### src/rtl/ntt_pkg.sv
// Shared constants and helpers for the NTT/INTT datapath.
package ntt_pkg;

    localparam int unsigned N    = 17;
    localparam int unsigned D    = 16;
    localparam int unsigned Q    = 65537;
    localparam int unsigned NINV = 61441;
    localparam int unsigned LOGD = $clog2(D);

    // Reverse the low 'width' bits of value; upper bits come back zero.
    function automatic logic [31:0] bitrev(input logic [31:0] value, input int unsigned width);
        logic [31:0] r;
        r = '0;
        for (int unsigned i = 0; i < 32; i++) begin
            if (i < width) begin
                r[5'(i)] = value[5'(width - 1 - i)];
            end
        end
        return r;
    endfunction

endpackage

### src/rtl/mod_cond_sub.sv
// Single conditional subtract of Q; exact for inputs below 2*Q.
module mod_cond_sub #(
    parameter int unsigned N = ntt_pkg::N,
    parameter int unsigned Q = ntt_pkg::Q
) (
    input  logic [N-1:0] din,
    output logic [N-1:0] dout_c
);

    assign dout_c = (din >= N'(Q)) ? din - N'(Q) : din;

endmodule

### src/rtl/ntt_coeff_loader.sv
// Serial coefficient stream to D-lane frames through a ping-pong buffer,
// with modular reduction on the way in.
module ntt_coeff_loader #(
    parameter int unsigned N      = ntt_pkg::N,
    parameter int unsigned D      = ntt_pkg::D,
    parameter int unsigned Q      = ntt_pkg::Q,
    parameter int unsigned BITREV = 0
) (
    input  logic           clk,
    input  logic           rst,
    input  logic [N-1:0]   in_data,
    input  logic           in_valid,
    input  logic           in_last,
    input  logic           in_inv,
    output logic           in_ready,
    output logic [D*N-1:0] a,
    output logic           out_inv,
    output logic           out_valid,
    input  logic           out_ready,
    output logic           frame_err
);

    localparam int unsigned LOGD = $clog2(D);
    localparam int unsigned W    = D * N;

    logic [LOGD-1:0] idx_q, idx_d;
    logic            wr_ptr_q, wr_ptr_d;
    logic            rd_ptr_q, rd_ptr_d;
    logic [1:0]      full_q, full_d;
    logic [1:0]      inv_q, inv_d;
    logic            frame_err_q, frame_err_d;
    logic [W-1:0]    buf_q [2];
    logic [W-1:0]    buf_d [2];

    logic [N-1:0]    red_c;
    logic [LOGD-1:0] wr_lane_c;
    logic [D-1:0]    lane_we_c;
    logic            accept_c;
    logic            read_c;

    mod_cond_sub #(.N(N), .Q(Q)) u_red (
        .din    (in_data),
        .dout_c (red_c)
    );

    assign in_ready  = ~rst & ~full_q[wr_ptr_q];
    assign accept_c  = in_valid & in_ready;
    assign out_valid = full_q[rd_ptr_q];
    assign read_c    = out_valid & out_ready;
    assign a         = buf_q[rd_ptr_q];
    assign out_inv   = inv_q[rd_ptr_q];
    assign frame_err = frame_err_q;

    assign wr_lane_c = (BITREV != 0) ? LOGD'(ntt_pkg::bitrev(32'(idx_q), LOGD)) : idx_q;

    // One-hot lane write enable for the coefficient being accepted.
    for (genvar l = 0; l < D; l++) begin : g_lane_we
        assign lane_we_c[l] = accept_c & (wr_lane_c == LOGD'(l));
    end

    always_comb begin
        idx_d       = idx_q;
        wr_ptr_d    = wr_ptr_q;
        rd_ptr_d    = rd_ptr_q;
        full_d      = full_q;
        inv_d       = inv_q;
        frame_err_d = frame_err_q;
        buf_d[0]    = buf_q[0];
        buf_d[1]    = buf_q[1];

        // A read always targets a full buffer and a write a non-full one,
        // so both can act in the same cycle without colliding.
        if (read_c) begin
            full_d[rd_ptr_q] = 1'b0;
            rd_ptr_d         = ~rd_ptr_q;
        end

        for (int b = 0; b < 2; b++) begin
            for (int l = 0; l < int'(D); l++) begin
                if (lane_we_c[l] && (wr_ptr_q == b[0])) begin
                    buf_d[b][N*l +: N] = red_c;
                end
            end
        end

        if (accept_c) begin
            if (idx_q == '0) begin
                inv_d[wr_ptr_q] = in_inv;
            end
            if (idx_q == LOGD'(D - 1)) begin
                full_d[wr_ptr_q] = 1'b1;
                wr_ptr_d         = ~wr_ptr_q;
                idx_d            = '0;
            end else if (in_last) begin
                frame_err_d = 1'b1;
                idx_d       = '0;
            end else begin
                idx_d = idx_q + LOGD'(1);
            end
        end
    end

    always_ff @(posedge clk or posedge rst) begin
        if (rst) begin
            idx_q       <= '0;
            wr_ptr_q    <= 1'b0;
            rd_ptr_q    <= 1'b0;
            full_q      <= '0;
            inv_q       <= '0;
            frame_err_q <= 1'b0;
            buf_q[0]    <= '0;
            buf_q[1]    <= '0;
        end else begin
            idx_q       <= idx_d;
            wr_ptr_q    <= wr_ptr_d;
            rd_ptr_q    <= rd_ptr_d;
            full_q      <= full_d;
            inv_q       <= inv_d;
            frame_err_q <= frame_err_d;
            buf_q[0]    <= buf_d[0];
            buf_q[1]    <= buf_d[1];
        end
    end

endmodule

### config.mk
export PLATFORM = sky130hd
export DESIGN_NAME = ntt_coeff_loader
export DESIGN_NICKNAME = d
export VERILOG_FILES = /design/src/rtl/ntt_pkg.sv /design/src/rtl/mod_cond_sub.sv /design/src/rtl/ntt_coeff_loader.sv
export SDC_FILE = /design/constraint.sdc
export NUM_CORES = 1
export LEC_CHECK = 0
export BUFFER_PORTS_ARGS = -buffer_cell sky130_fd_sc_hd__buf_2
export CORE_AREA = 2 2 210 212
export CTS_CLUSTER_DIAMETER = 60
export DETAILED_ROUTE_END_ITERATION = 8
export DIE_AREA = 0 0 212 214
export PLACE_DENSITY_LB_ADDON = 0.05
export RECOVER_POWER = 25
export SYNTH_ARGS = -nofsm -noshare
export SYNTH_HDL_FRONTEND = slang
export SYNTH_HIERARCHICAL = 1
export SYNTH_SLANG_ARGS = --single-unit
### constraint.sdc
create_clock -name clk -period 19.2 [get_ports clk]
set_input_delay 1.92 -clock clk [delete_from_list [all_inputs] [get_ports clk]]
set_output_delay 1.92 -clock clk [all_outputs]
set_load 0.05 [all_outputs]
### Yosys cells after proc, flatten, opt, wreduce, memory -nomap -nowiden

Cells that the tools add are included.

| storage, ports and cells | value |
|---|---|
| register bits | 555 |
| bits in latches | 0 |
| RAM bits | 0 |
| memory bits (read-only) | 0 |
| input port bits | 23 |
| memories | 0 |

| operators by class | value |
|---|---|
| add/subtract/negate cells | 2 |
| $mul | 0 |
| div/mod/pow operators | 0 |
| $lt $le $gt $ge | 6 |
| eq/ne operators | 15 |
| shift-type cells | 0 |
| mux-type cells | 20 |
| bitwise gates (word level) | 28 |
| reduce and logical (&&, ||, !) cells | 38 |

Operators by type and width:

| operator | count |
|---|---|
| $mux 272 | 3 |
| $logic_and 1x1->1 | 34 |
| $eq 4x4->1 const B | 8 |
| $and 1x1->1 | 19 |
| $ge 17x17->1 const B | 1 |
| $mux 17 | 1 |
| $sub 17x17->17 const B | 1 |
| $eq 4x3->1 const B | 4 |
| $eq 4x2->1 const B | 2 |
| $mux 1 | 8 |
| $mux 4 | 2 |
| $mux 2 | 3 |
| $not 1->1 | 5 |
| $add 4x1->4 const B | 1 |
| $eq 4x1->1 const B | 1 |
| $logic_not 4->1 | 1 |
| $lt 1x2->1 const B | 2 |
| $reduce_and 2->1 | 2 |
| $reduce_and 3->1 | 1 |
| $and 2x2->2 | 1 |
| $bwmux 2 | 1 |
| $demux 1 s1 | 2 |
| $ge 1x1->1 const B | 2 |
| $ge 2x2->1 const B | 1 |
| 3 further kinds | 3 |

### Longest topological paths before layout

Gate-level depths: netlist of run 1.

| logic depth | value |
|---|---|
| depth in word-level cells | 10 |
| depth in mapped cells | 8 |

### Modules after synthesis

Netlist of run 1, hierarchy kept.

By module, submodules not included:

| module | instances | cells an instance | area an instance (sq um) |
|---|---|---|---|
| ntt_coeff_loader | 1 | 1593 | 24738.7 |
| mod_cond_sub | 1 | 66 | 465.4 |

### Worst setup path before layout of run 1

OpenSTA, ideal clock, no wires.

| timing path | value |
|---|---|
| path type | input to output |
| from | input rst |
| to | output in_ready |
| arrival | 2574 ps |
| setup slack | 14706 ps |
| cell stages on the path | 1 |
| cells stage by stage | nor2_1 |

| between the ends | value |
|---|---|
| cells in the longest elaborated chain, start to end | 2 |

Ends and longest elaborated chain:

| what | RTL line | source |
|---|---|---|
| start: declaration | ntt_coeff_loader.sv:10 | `input logic rst,` |
| $not 1->1 | ntt_coeff_loader.sv:46 | `assign in_ready = ~rst & ~full_q[wr_ptr_q];` |
| $and 1x1->1 | ntt_coeff_loader.sv:46 |  |
| end: declaration | ntt_coeff_loader.sv:15 | `output logic in_ready,` |

No other way between the ends.

==> results of run 1 <==
-- placed cells by master, fill, tap and decap left out, types with 3 or more instances in the layout --
cell and instances:
clkbuf_16 57, nand3_1 3, diode_2 4, nor2_1 4
dfrtp_1 555, or3b_2 4, nand2b_1 5, ha_1 6
a21o_1 3, mux2_2 821, clkbuf_1 14, inv_6 3
o21ai_0 5, nor4_1 4, nor3_4 14, inv_1 8
o31ai_1 4, bufinv_16 7, buf_2 296, or3_1 3
a21oi_1 4, clkinv_2 14, buf_4 29, nor4_4 8
clkbuf_8 14, nor3_1 6, nand3b_1 4, nand4_2 9
xnor2_2 3, xor2_2 3, nor3b_1 3, nand2_1 8
-- cells by family after synthesis --
family          Yosys count
compound gates           33
xor+xnor                  8
fa+ha+maj                 6
buf+inv                 141
flops                   555
mux                     824
simple gates             92
-- per-layer routing --
layer	part of all wire	global-route usage	up-vias
li1	-	-	6517
met1	0.45	0.394	7852
met2	0.47	0.437	293
met3	0.048	0.0513	115
met4	0.032	0.0946	12
met5	0.0014	0	-
-- power by group --
part | total [mW] | internal (mW) | switching [mW]
registers | 1.42 | 1.33 | 0.0906
clock network | 1.16 | 0.694 | 0.465
logic | 0.748 | 0.264 | 0.484
-- worst max-delay path: stages --
cell	delay [ps]
clkbuf_1	150
clkinvlp_2	3250
clkbuf_1	3200
buf_4	1000
buf_4	760
-- sequential cells by signal (all words and copies together), names as in the netlist --
register / cells
idx_q: 4
wr_ptr_q: 1
full_q: 2
rd_ptr_q: 1
buf_q: 544
frame_err: 1
inv_q: 2
-- metrics by stage --
step           std cells  area (sq um)  hold WS, ps
4_1_cts             2550         29100          470
3_3_place_gp        2443         27100          448
2_1_floorplan       1659         25200          474
6_report            2554         29000          467
3_5_place_dp        2443         27100          455
5_1_grt             2550         29000          509
-- how the worst max path moves through the flow --
| stage | slack (ps) | start | end | depth (start not counted) |
|---|---|---|---|---|
| 3_5_place_dp | 13730 | rst | buf_q[156]$_DFFE_PP0P_ | 5 |
| 6_report | 9440 | rst | buf_q[156]$_DFFE_PP0P_ | 5 |
| 4_1_cts | 13210 | rd_ptr_q$_DFFE_PP0N_ | a[158] | 4 |
| 3_3_place_gp | 13850 | rst | buf_q[156]$_DFFE_PP0P_ | 5 |
| 2_1_floorplan | 1760 | rst | buf_q[0]$_DFFE_PP0P_ | 1 |
| 5_1_grt | 7660 | rst | buf_q[174]$_DFFE_PP0P_ | 5 |
-- area by class of cell --
cell class / instances / share of cell area
sequential: 555 / 0.478
multi-input combinational: 963 / 0.367
timing repair buffer: 331 / 0.0593
clock buffer: 79 / 0.0568
tap: 585 / 0.0252
clock inverter: 28 / 0.0117
inverter: 9 / 0.00121
antenna: 4 / 0.000345
==> impl_metrics.env, run 1 <==
export IMPL_status="finished with violations"
export IMPL_violations="max-capacitance violations, max-slew violations"
export IMPL_synth_fa_ha_area_frac=0.00298
export IMPL_cts_buffers=57
export IMPL_setup_viol=0
export IMPL_synthCells=1659
export IMPL_dp_hpwl_mm=41.5
export IMPL_cts_setup_buffers=0
export IMPL_power_density_nw_per_um2=115
export IMPL_clockBufferDepth=3
export IMPL_root_buffer="clkbuf_16"
export IMPL_final_util=0.677
export IMPL_rsz0062_at_grt="no"
export IMPL_synth_area_top_cells="dfrtp_1, mux2_2, clkbuf_1"
export IMPL_route_detailed_drc=0
export IMPL_cts_max_level=2
export IMPL_synth_top_area_share=0.551
export IMPL_grt_overflow_total=0
export IMPL_synth_compound_area_share=0.00903
export IMPL_vias_per_cell=5.79
export IMPL_worst_hold_path_type="reg2reg"
export IMPL_grt_usage=0.279
export IMPL_layout_nets=1946
export IMPL_synth_cell_types=52
export IMPL_start_util=0.588
export IMPL_finalClockSkew_ps=14.8
export IMPL_syn_nets=1688
export IMPL_die_y_um=214
export IMPL_total_power_mw=3.33
export IMPL_grt_max_degree=136
export IMPL_critPathArrivalTime_ps=10400
export IMPL_fp_coreArea_sq_um=42900
export IMPL_num_fill_cells=3128
export IMPL_hold_end="frame_err$_DFFE_PP0P_"
export IMPL_place_ws_ps=13730
export IMPL_synth_seq_cells=555
export IMPL_drt_wirelength_per_cell_um=24.4
export IMPL_cp_data_required_time_ps=19840
export IMPL_synth_edf_count=0
export IMPL_r2r_slack_ps=13310
export IMPL_finalHoldViolations=0
export IMPL_wl_mm=62.3
export IMPL_yosys_area_share_simple=0.0359
export IMPL_ant_nets=0
export IMPL_antenna_found_initial=8
export IMPL_reg2reg_to="full_q[1]$_DFF_PP0_"
export IMPL_yosys_area_top_type="dfrtp_1"
export IMPL_gp_congestion=0.813
export IMPL_netlist_top_cells_count="mux2_2, dfrtp_1, clkbuf_1, buf_6, buf_2"
export IMPL_ir_drop_mv=0.153
export IMPL_cts_clk_slew_worst_paths_ps=60
export IMPL_drt_initial_drc_count=856
export IMPL_drv_slew=495
export IMPL_clk_latency_ps=620
export IMPL_maxCapViolCount=6
export IMPL_final_setup_tns_ps=0
export IMPL_finalCritPeriodShare=0.509
export IMPL_cp_end_kind="asynchronous set/reset pin"
export IMPL_syn_avg_cell_area_sq_um=15.2
export IMPL_ys_seq_area_frac=0.551
export IMPL_r2r_cells=3
export IMPL_synthArstFlopShare=1.00
export IMPL_leakagePower_nw=14.8
export IMPL_r2r_start="rd_ptr_q$_DFFE_PP0N_"
export IMPL_grt_pass1_vias=15300
export IMPL_dieArea_sq_um=45400
export IMPL_crit_fanout=135
export IMPL_drive_gt1_frac=0.663
export IMPL_ios=299
export IMPL_ys_flop_type="dfrtp_1"
export IMPL_routed_via_count=14800
export IMPL_synth_xor_area_frac=0.00278
export IMPL_relSlewSlack=-2.94
export IMPL_hold_depth=1
export IMPL_hp_start="frame_err$_DFFE_PP0P_"
export IMPL_num_rows=76
export IMPL_multi_input_area_sq_um=10700
export IMPL_yosysMostFrequentCell="mux2_2"
export IMPL_cts_sinks=555
export IMPL_max_freq_ghz=0.102
export IMPL_io_buffer_count=298
export IMPL_setup_ws_ps=9440
export IMPL_worst_pin_slew_ps=5880
export IMPL_syn_area_sq_um=25200
export IMPL_synth_top_family_by_area="multiplexers"
export IMPL_cts_tree="done"
export IMPL_critPathLaunchType="primary input"
export IMPL_muxShareOfSynthArea=0.368
export IMPL_fin_crit_ps=9760
export IMPL_grt_first_pass_wirelength_mm=95.8
export IMPL_area_growth_pct=15.2
export IMPL_cts_resized=0
export IMPL_hold_buffers=0
export IMPL_layout_area_seq_sq_um=13900
export IMPL_crit_type="in2async"
export IMPL_yosys_warnings=6
export IMPL_drt_pre_antenna_iters=6
export IMPL_fp_dieW_um=212
(Power assumes the default switching activity.)
==> inputs of run 2 (changes only) <==
--- a/config.mk
+++ b/config.mk
@@ -5,11 +5,12 @@
 export SDC_FILE = /design/constraint.sdc
 export NUM_CORES = 1
 export LEC_CHECK = 0
+export ABC_AREA = 1
 export BUFFER_PORTS_ARGS = -buffer_cell sky130_fd_sc_hd__buf_2
-export CORE_AREA = 2 2 210 212
+export CORE_AREA = 2 2 228 230
 export CTS_CLUSTER_DIAMETER = 60
 export DETAILED_ROUTE_END_ITERATION = 8
-export DIE_AREA = 0 0 212 214
+export DIE_AREA = 0 0 230 232
 export PLACE_DENSITY_LB_ADDON = 0.05
 export RECOVER_POWER = 25
 export SYNTH_ARGS = -nofsm -noshare
==> constraint.sdc (replaced) <==
create_clock -name clk -period 8 [get_ports clk]
set_input_delay 0.8 -clock clk [delete_from_list [all_inputs] [get_ports clk]]
set_output_delay 0.8 -clock clk [all_outputs]
set_load 0.05 [all_outputs]
==> run 2 against run 1 <==
Against the previous run:
- the run now ends clean
- clock power increased to 2.6 times the previous value
- utilization decreased by 5.9 points
- die area grew 18%
- register-to-register slack got worse by 8900 ps
- first-iteration DRC count increased to 2.9 times the previous value
- combinational power is 20% lower
- wire length up 36%
- count of clock-buffer cells in the layout is 17 higher
- power rose by 110%
==> impl_metrics.env, run 2 <==
export IMPL_route_detailed_drc=0
export IMPL_r2r_cells=6
export IMPL_synthArstFlopShare=1.00
export IMPL_drt_wirelength_per_cell_um=19.2
export IMPL_hold_buffers=0
export IMPL_antenna_found_initial=2
export IMPL_antennaDiodeCount=0
export IMPL_root_buffer="clkbuf_16"
export IMPL_setup_ws_ps=3040
export IMPL_cts_setup_buffers=0
export IMPL_layout_area_seq_sq_um=13900
export IMPL_cts_sinks=555
export IMPL_critPathArrivalTime_ps=4160
export IMPL_crit_fanout=181
export IMPL_netlist_top_cells_count="nand2_1, nand3_1, dfrtp_1, clkbuf_1, buf_2"
export IMPL_synth_edf_count=0
export IMPL_grt_usage=0.318
export IMPL_yosysMostFrequentCell="nand2_1"
export IMPL_wl_mm=85.0
export IMPL_io_buffer_count=298
export IMPL_slowest_stage="buf_4"
export IMPL_vias_per_cell=5.59
export IMPL_cts_clk_slew_worst_paths_ps=60
export IMPL_clockBufferDepth=3
export IMPL_crit_type="reg2out"
export IMPL_drive_gt1_frac=0.182
export IMPL_rsz0062_at_grt="no"
export IMPL_status="completed"
export IMPL_synthCells=3581
export IMPL_leakagePower_nw=18.1
export IMPL_clk_latency_ps=600
export IMPL_grt_first_pass_wirelength_mm=133
export IMPL_synth_top_area_share=0.508
export IMPL_start_util=0.537
export IMPL_r2r_slack_ps=4420
export IMPL_routed_via_count=24800
export IMPL_hold_slack_ps=460
export IMPL_dieArea_sq_um=53400
export IMPL_max_stage_delay_ps=1030
export IMPL_num_fill_cells=4529
export IMPL_drt_initial_drc_count=2520
export IMPL_synth_cell_types=28
export IMPL_ant_nets=0
export IMPL_fin_crit_ps=4960
export IMPL_finalClockSkew_ps=18.8
export IMPL_gp_congestion=0.820
export IMPL_drt_pre_antenna_iters=6
export IMPL_worst_pin_slew_ps=1320
export IMPL_synth_seq_cells=555
export IMPL_syn_area_sq_um=27300
export IMPL_cts_max_level=3
export IMPL_mostFrequentLayoutCells="nand2_1, dfrtp_1, nand3_1"
export IMPL_final_setup_tns_ps=0
export IMPL_final_util=0.618
export IMPL_ios=299
export IMPL_ys_flop_type="dfrtp_1"
export IMPL_relSlewSlack=0.119
export IMPL_power_density_nw_per_um2=218
export IMPL_cp_top_family="buffers and inverters"
export IMPL_ir_drop_mv=0.143
export IMPL_crit_buf_inv=3
export IMPL_syn_nets=3610
export IMPL_die_y_um=232
export IMPL_cts_tree="done"
export IMPL_crit_chain="inv_8, buf_4, nand2_1, nand2_1, buf_2"
export IMPL_syn_avg_cell_area_sq_um=7.63
export IMPL_layout_nets=3738
export IMPL_finalCritPeriodShare=0.620
export IMPL_cp_data_required_time_ps=7200
export IMPL_yosys_area_top_type="dfrtp_1"
export IMPL_fin_area_sq_um=31500
export IMPL_regMostFlops="buf_q"
export IMPL_maxCapViolCount=0
export IMPL_area_growth_pct=15.1
export IMPL_fp_dieW_um=230
export IMPL_place_ws_ps=3320
export IMPL_dpl_cell_area_sq_um=29300
export IMPL_top_regs="buf_q (544), idx_q (4)"
export IMPL_dp_hpwl_mm=47.1
export IMPL_final_common_cell="nand2_1"
export IMPL_grt_max_degree=182
export IMPL_finalHoldViolations=0
export IMPL_path_common_cell="nand2_1"
export IMPL_ys_seq_area_frac=0.508
export IMPL_multi_input_area_sq_um=12600
export IMPL_synth_area_top_cells="dfrtp_1, nand2_1, nand3_1"
export IMPL_cts_resized=0
export IMPL_grt_pass1_vias=23300
export IMPL_critPathLaunchType="register"
export IMPL_drv_slew=0
export IMPL_reg2reg_to="buf_q[543]$_DFFE_PP0P_"
export IMPL_cp_end_kind="primary output"
export IMPL_setup_viol=0
export IMPL_num_rows=83
export IMPL_max_freq_ghz=0.202
export IMPL_yosys_warnings=6
export IMPL_largest_register_ffs=544
export IMPL_fp_coreArea_sq_um=50900
export IMPL_grt_overflow_total=0
export IMPL_r2r_start="wr_ptr_q$_DFFE_PP0N_"
export IMPL_cts_buffers=66
export IMPL_worst_hold_path_type="in2async"
[run 2: worst max-delay path by stage]
| stage | cells past startpoint | slack [ps] | to | startpoint |
|---|---|---|---|---|
| finish | 5 | 3040 | a[151] | rd_ptr_q$_DFFE_PP0N_ |
| global route | 6 | 2910 | in_ready | rst |
| CTS | 5 | 3200 | a[151] | rd_ptr_q$_DFFE_PP0N_ |
| detailed placement | 7 | 3320 | buf_q[148]$_DFFE_PP0P_ | rst |
| global placement | 7 | 3400 | buf_q[421]$_DFFE_PP0P_ | rst |
| floorplan | 4 | -2740 | in_ready | rst |
[run 2: metrics by stage]
stage	total power [mW]	std cells
final	6.85	4433
after global routing	7.11	4433
after CTS	6.89	4433
after detailed placement	3.86	4321
after global placement	3.83	4321
after floorplan	3.68	3581
[run 2: final cells by class]
cell class | instances | area share
Timing Repair Buffer | 330 | 0.0551
Multi-Input combinational cell | 2703 | 0.400
Clock inverter | 16 | 0.00613
Tap cell | 680 | 0.0271
Sequential cell | 555 | 0.442
Clock buffer | 96 | 0.0633
Inverter | 53 | 0.00684
[run 2: power by group]
group	switching (mW)	internal [mW]	total (mW)
combinational	0.442	0.160	0.602
clock	1.18	1.85	3.03
sequential	0.144	3.07	3.22
[run 2: cells by family after synthesis]
family	count (synthesis)	synth area share
AOI/OAI and AO/OA	10	0.00192
xor gates and xnor gates	9	0.00289
DFF	555	0.508
adders and majority gates	6	0.00275
and+or+nand+nor	2678	0.426
buffers and inverters	323	0.0576
[run 2: worst register-to-register path, stage by stage, from the launching register on]
cell	delay [ps]
dfrtp_4	440
buf_4	810
nor2_2	180
nor2_8	930
nand4_2	790
nand2_1	250
nand2_1	70
[run 2: metal layers]
layer	vias up	wire length, um	GRT usage	share of wire
met5	-	30	0	0.00035
met4	4	2190	0.0992	0.026
met3	122	6620	0.0533	0.078
met2	969	39700	0.501	0.47
met1	12200	36400	0.452	0.43
li1	11500	-	-	-
==> inputs of run 3 (changes only) <==
--- a/config.mk
+++ b/config.mk
@@ -5,12 +5,12 @@
 export SDC_FILE = /design/constraint.sdc
 export NUM_CORES = 1
 export LEC_CHECK = 0
-export ABC_AREA = 1
+export ABC_AREA = 0
 export BUFFER_PORTS_ARGS = -buffer_cell sky130_fd_sc_hd__buf_2
-export CORE_AREA = 2 2 228 230
+export CORE_AREA = 2 2 222 224
 export CTS_CLUSTER_DIAMETER = 60
 export DETAILED_ROUTE_END_ITERATION = 8
-export DIE_AREA = 0 0 230 232
+export DIE_AREA = 0 0 224 226
 export PLACE_DENSITY_LB_ADDON = 0.05
 export RECOVER_POWER = 25
 export SYNTH_ARGS = -nofsm -noshare
==> constraint.sdc (replaced) <==
create_clock -name clk -period 4 [get_ports clk]
set_input_delay 0.4 -clock clk [delete_from_list [all_inputs] [get_ports clk]]
set_output_delay 0.4 -clock clk [all_outputs]
set_load 0.05 [all_outputs]
==> run 3 against run 2 <==
Against the previous run:
- the run now ends with max-capacitance violations, max-slew violations left
- combinational power rose to 6.1 times the previous value
- worst hold slack got worse by 430 ps
- register-to-register slack got worse by 3300 ps
==> impl_metrics.env, run 3 (same netlist as run 1, synthesis figures left out) <==
export IMPL_crit_fanout=26
export IMPL_relSlewSlack=-0.461
export IMPL_rsz0062_at_grt="no"
export IMPL_layoutNonFillerInstCount=2619
export IMPL_critPathLaunchType="register"
export IMPL_worst_pin_slew_ps=2180
export IMPL_r2r_slack_ps=1160
export IMPL_fin_crit_ps=2860
export IMPL_crit_type="reg2out"
export IMPL_mostFrequentLayoutCells="mux2_2, dfrtp_1, buf_2"
export IMPL_start_util=0.521
export IMPL_largest_register_ffs=544
export IMPL_layout_nets=1977
export IMPL_cp_data_required_time_ps=3600
export IMPL_hold_end="rd_ptr_q$_DFFE_PP0N_"
export IMPL_cts_buffers=57
export IMPL_final_util=0.605
export IMPL_worstSetupStartpoint="wr_ptr_q$_DFFE_PP0N_"
export IMPL_hold_depth=2
export IMPL_hp_start="out_ready"
export IMPL_vias_per_cell=5.68
export IMPL_final_common_cell="mux2_2"
export IMPL_drt_wirelength_per_cell_um=23.8
export IMPL_slowest_stage="dfrtp_1"
export IMPL_cts_clk_slew_worst_paths_ps=60
export IMPL_ios=299
export IMPL_fp_dieW_um=224
export IMPL_crit_chain="mux2_4, nor2_1, buf_2"
export IMPL_use_met3=0.0574
export IMPL_grt_first_pass_wirelength_mm=96.3
export IMPL_grt_overflow_total=0
export IMPL_finalHoldViolations=0
export IMPL_cts_tree="done"
export IMPL_met1_usage=0.349
export IMPL_total_power_mw=15.6
export IMPL_regMostFlops="buf_q"
export IMPL_ant_nets=0
export IMPL_critPathArrivalTime_ps=2460
export IMPL_hold_buffers=0
export IMPL_cts_max_level=2
export IMPL_grt_max_degree=105
export IMPL_status="finished with violations"
export IMPL_cp_top_family="flip-flops"
export IMPL_num_fill_cells=3819
export IMPL_io_buffer_count=298
export IMPL_finalCritPeriodShare=0.714
export IMPL_worst_hold_path_type="in2reg"
export IMPL_drive_gt1_frac=0.661
export IMPL_cts_setup_buffers=0
export IMPL_wl_mm=62.4
export IMPL_reg2reg_to="buf_q[104]$_DFFE_PP0P_"
export IMPL_grt_busiest_layer="met2"
export IMPL_cp_end_kind="primary output"
export IMPL_setup_viol=0
export IMPL_finalClockSkew_ps=13.3
export IMPL_leakagePower_nw=14.9
export IMPL_grt_pass1_vias=15800
export IMPL_root_buffer="clkbuf_16"
export IMPL_hold_slack_ps=34.9
export IMPL_r2r_start="wr_ptr_q$_DFFE_PP0N_"
export IMPL_drv_slew=41
export IMPL_gp_congestion=0.831
export IMPL_dpl_cell_area_sq_um=27400
export IMPL_clk_latency_ps=610
export IMPL_maxCapViolCount=1
export IMPL_dp_cells=2511
export IMPL_grtUsageMet2=0.400
export IMPL_max_freq_ghz=0.350
export IMPL_routed_via_count=14900
export IMPL_violations="max-capacitance violations, max-slew violations"
export IMPL_power_density_nw_per_um2=533
export IMPL_fin_area_sq_um=29200
export IMPL_grt_usage=0.251
export IMPL_top_regs="buf_q (544), idx_q (4)"
export IMPL_crit_buf_inv=1
export IMPL_dieArea_sq_um=50600
export IMPL_drt_pre_antenna_iters=5
export IMPL_r2r_cells=4
export IMPL_dp_hpwl_mm=40.5
export IMPL_drt_initial_drc_count=833
export IMPL_cts_resized=0
export IMPL_max_stage_delay_ps=790
export IMPL_antenna_found_initial=3
export IMPL_fp_coreArea_sq_um=48300
export IMPL_die_y_um=226
export IMPL_num_rows=81
export IMPL_ir_drop_mv=0.479
export IMPL_area_growth_pct=16.0
export IMPL_clockBufferDepth=3
export IMPL_cts_sinks=555
export IMPL_route_detailed_drc=0
[run 3: stage by stage]
| step | worst slack [ps] | setup TNS [ps] |
|---|---|---|
| 4_1_cts | 1120 | 0 |
| 3_5_place_dp | 720 | 0 |
| 5_1_grt | 821 | 0 |
| 3_3_place_gp | 744 | 0 |
| 6_report | 1140 | 0 |
| 2_1_floorplan | -3950 | -2194350 |
[run 3: final cells by class]
type	instances	area (sq um)	area share
multi-input cells	963	10700	0.365
inverters	9	35.0	0.00120
well taps	622	778	0.0266
flip-flops and latches	555	13900	0.475
clock inverters	15	114	0.00390
diodes	4	10.0	0.000342
repair buffers	362	2010	0.0688
clock buffers	89	1720	0.0588
[run 3: worst register-to-register path: cells and delay by family, from the launching register on]
family / cells / cell delay (ps)
DFF: 1 / 790
and+or+nand+nor: 1 / 580
muxes: 2 / 980
buffers and inverters: 1 / 390
[run 3: layer usage]
layer / routed length [um] / up-vias
met4: 1270 / 0
met3: 3380 / 85
met2: 29300 / 287
li1: - / 6571
met1: 28400 / 7935
met5: 0 / -
[run 3: worst max-delay path by stage]
stage / to / slack (ps) / cells past startpoint
floorplan: buf_q[0]$_DFFE_PP0P_ / -3950 / 1
global placement: buf_q[459]$_DFFE_PP0P_ / 740 / 6
detailed placement: buf_q[272]$_DFFE_PP0P_ / 720 / 6
CTS: in_ready / 1120 / 3
global route: buf_q[206]$_DFFE_PP0P_ / 820 / 3
finish: in_ready / 1140 / 3
[run 3: power breakdown]
group	leakage (nW)	internal, mW	switching [mW]
sequential	7.49	6.37	0.364
combinational	6.51	1.27	2.39
clock	0.907	3.00	2.19
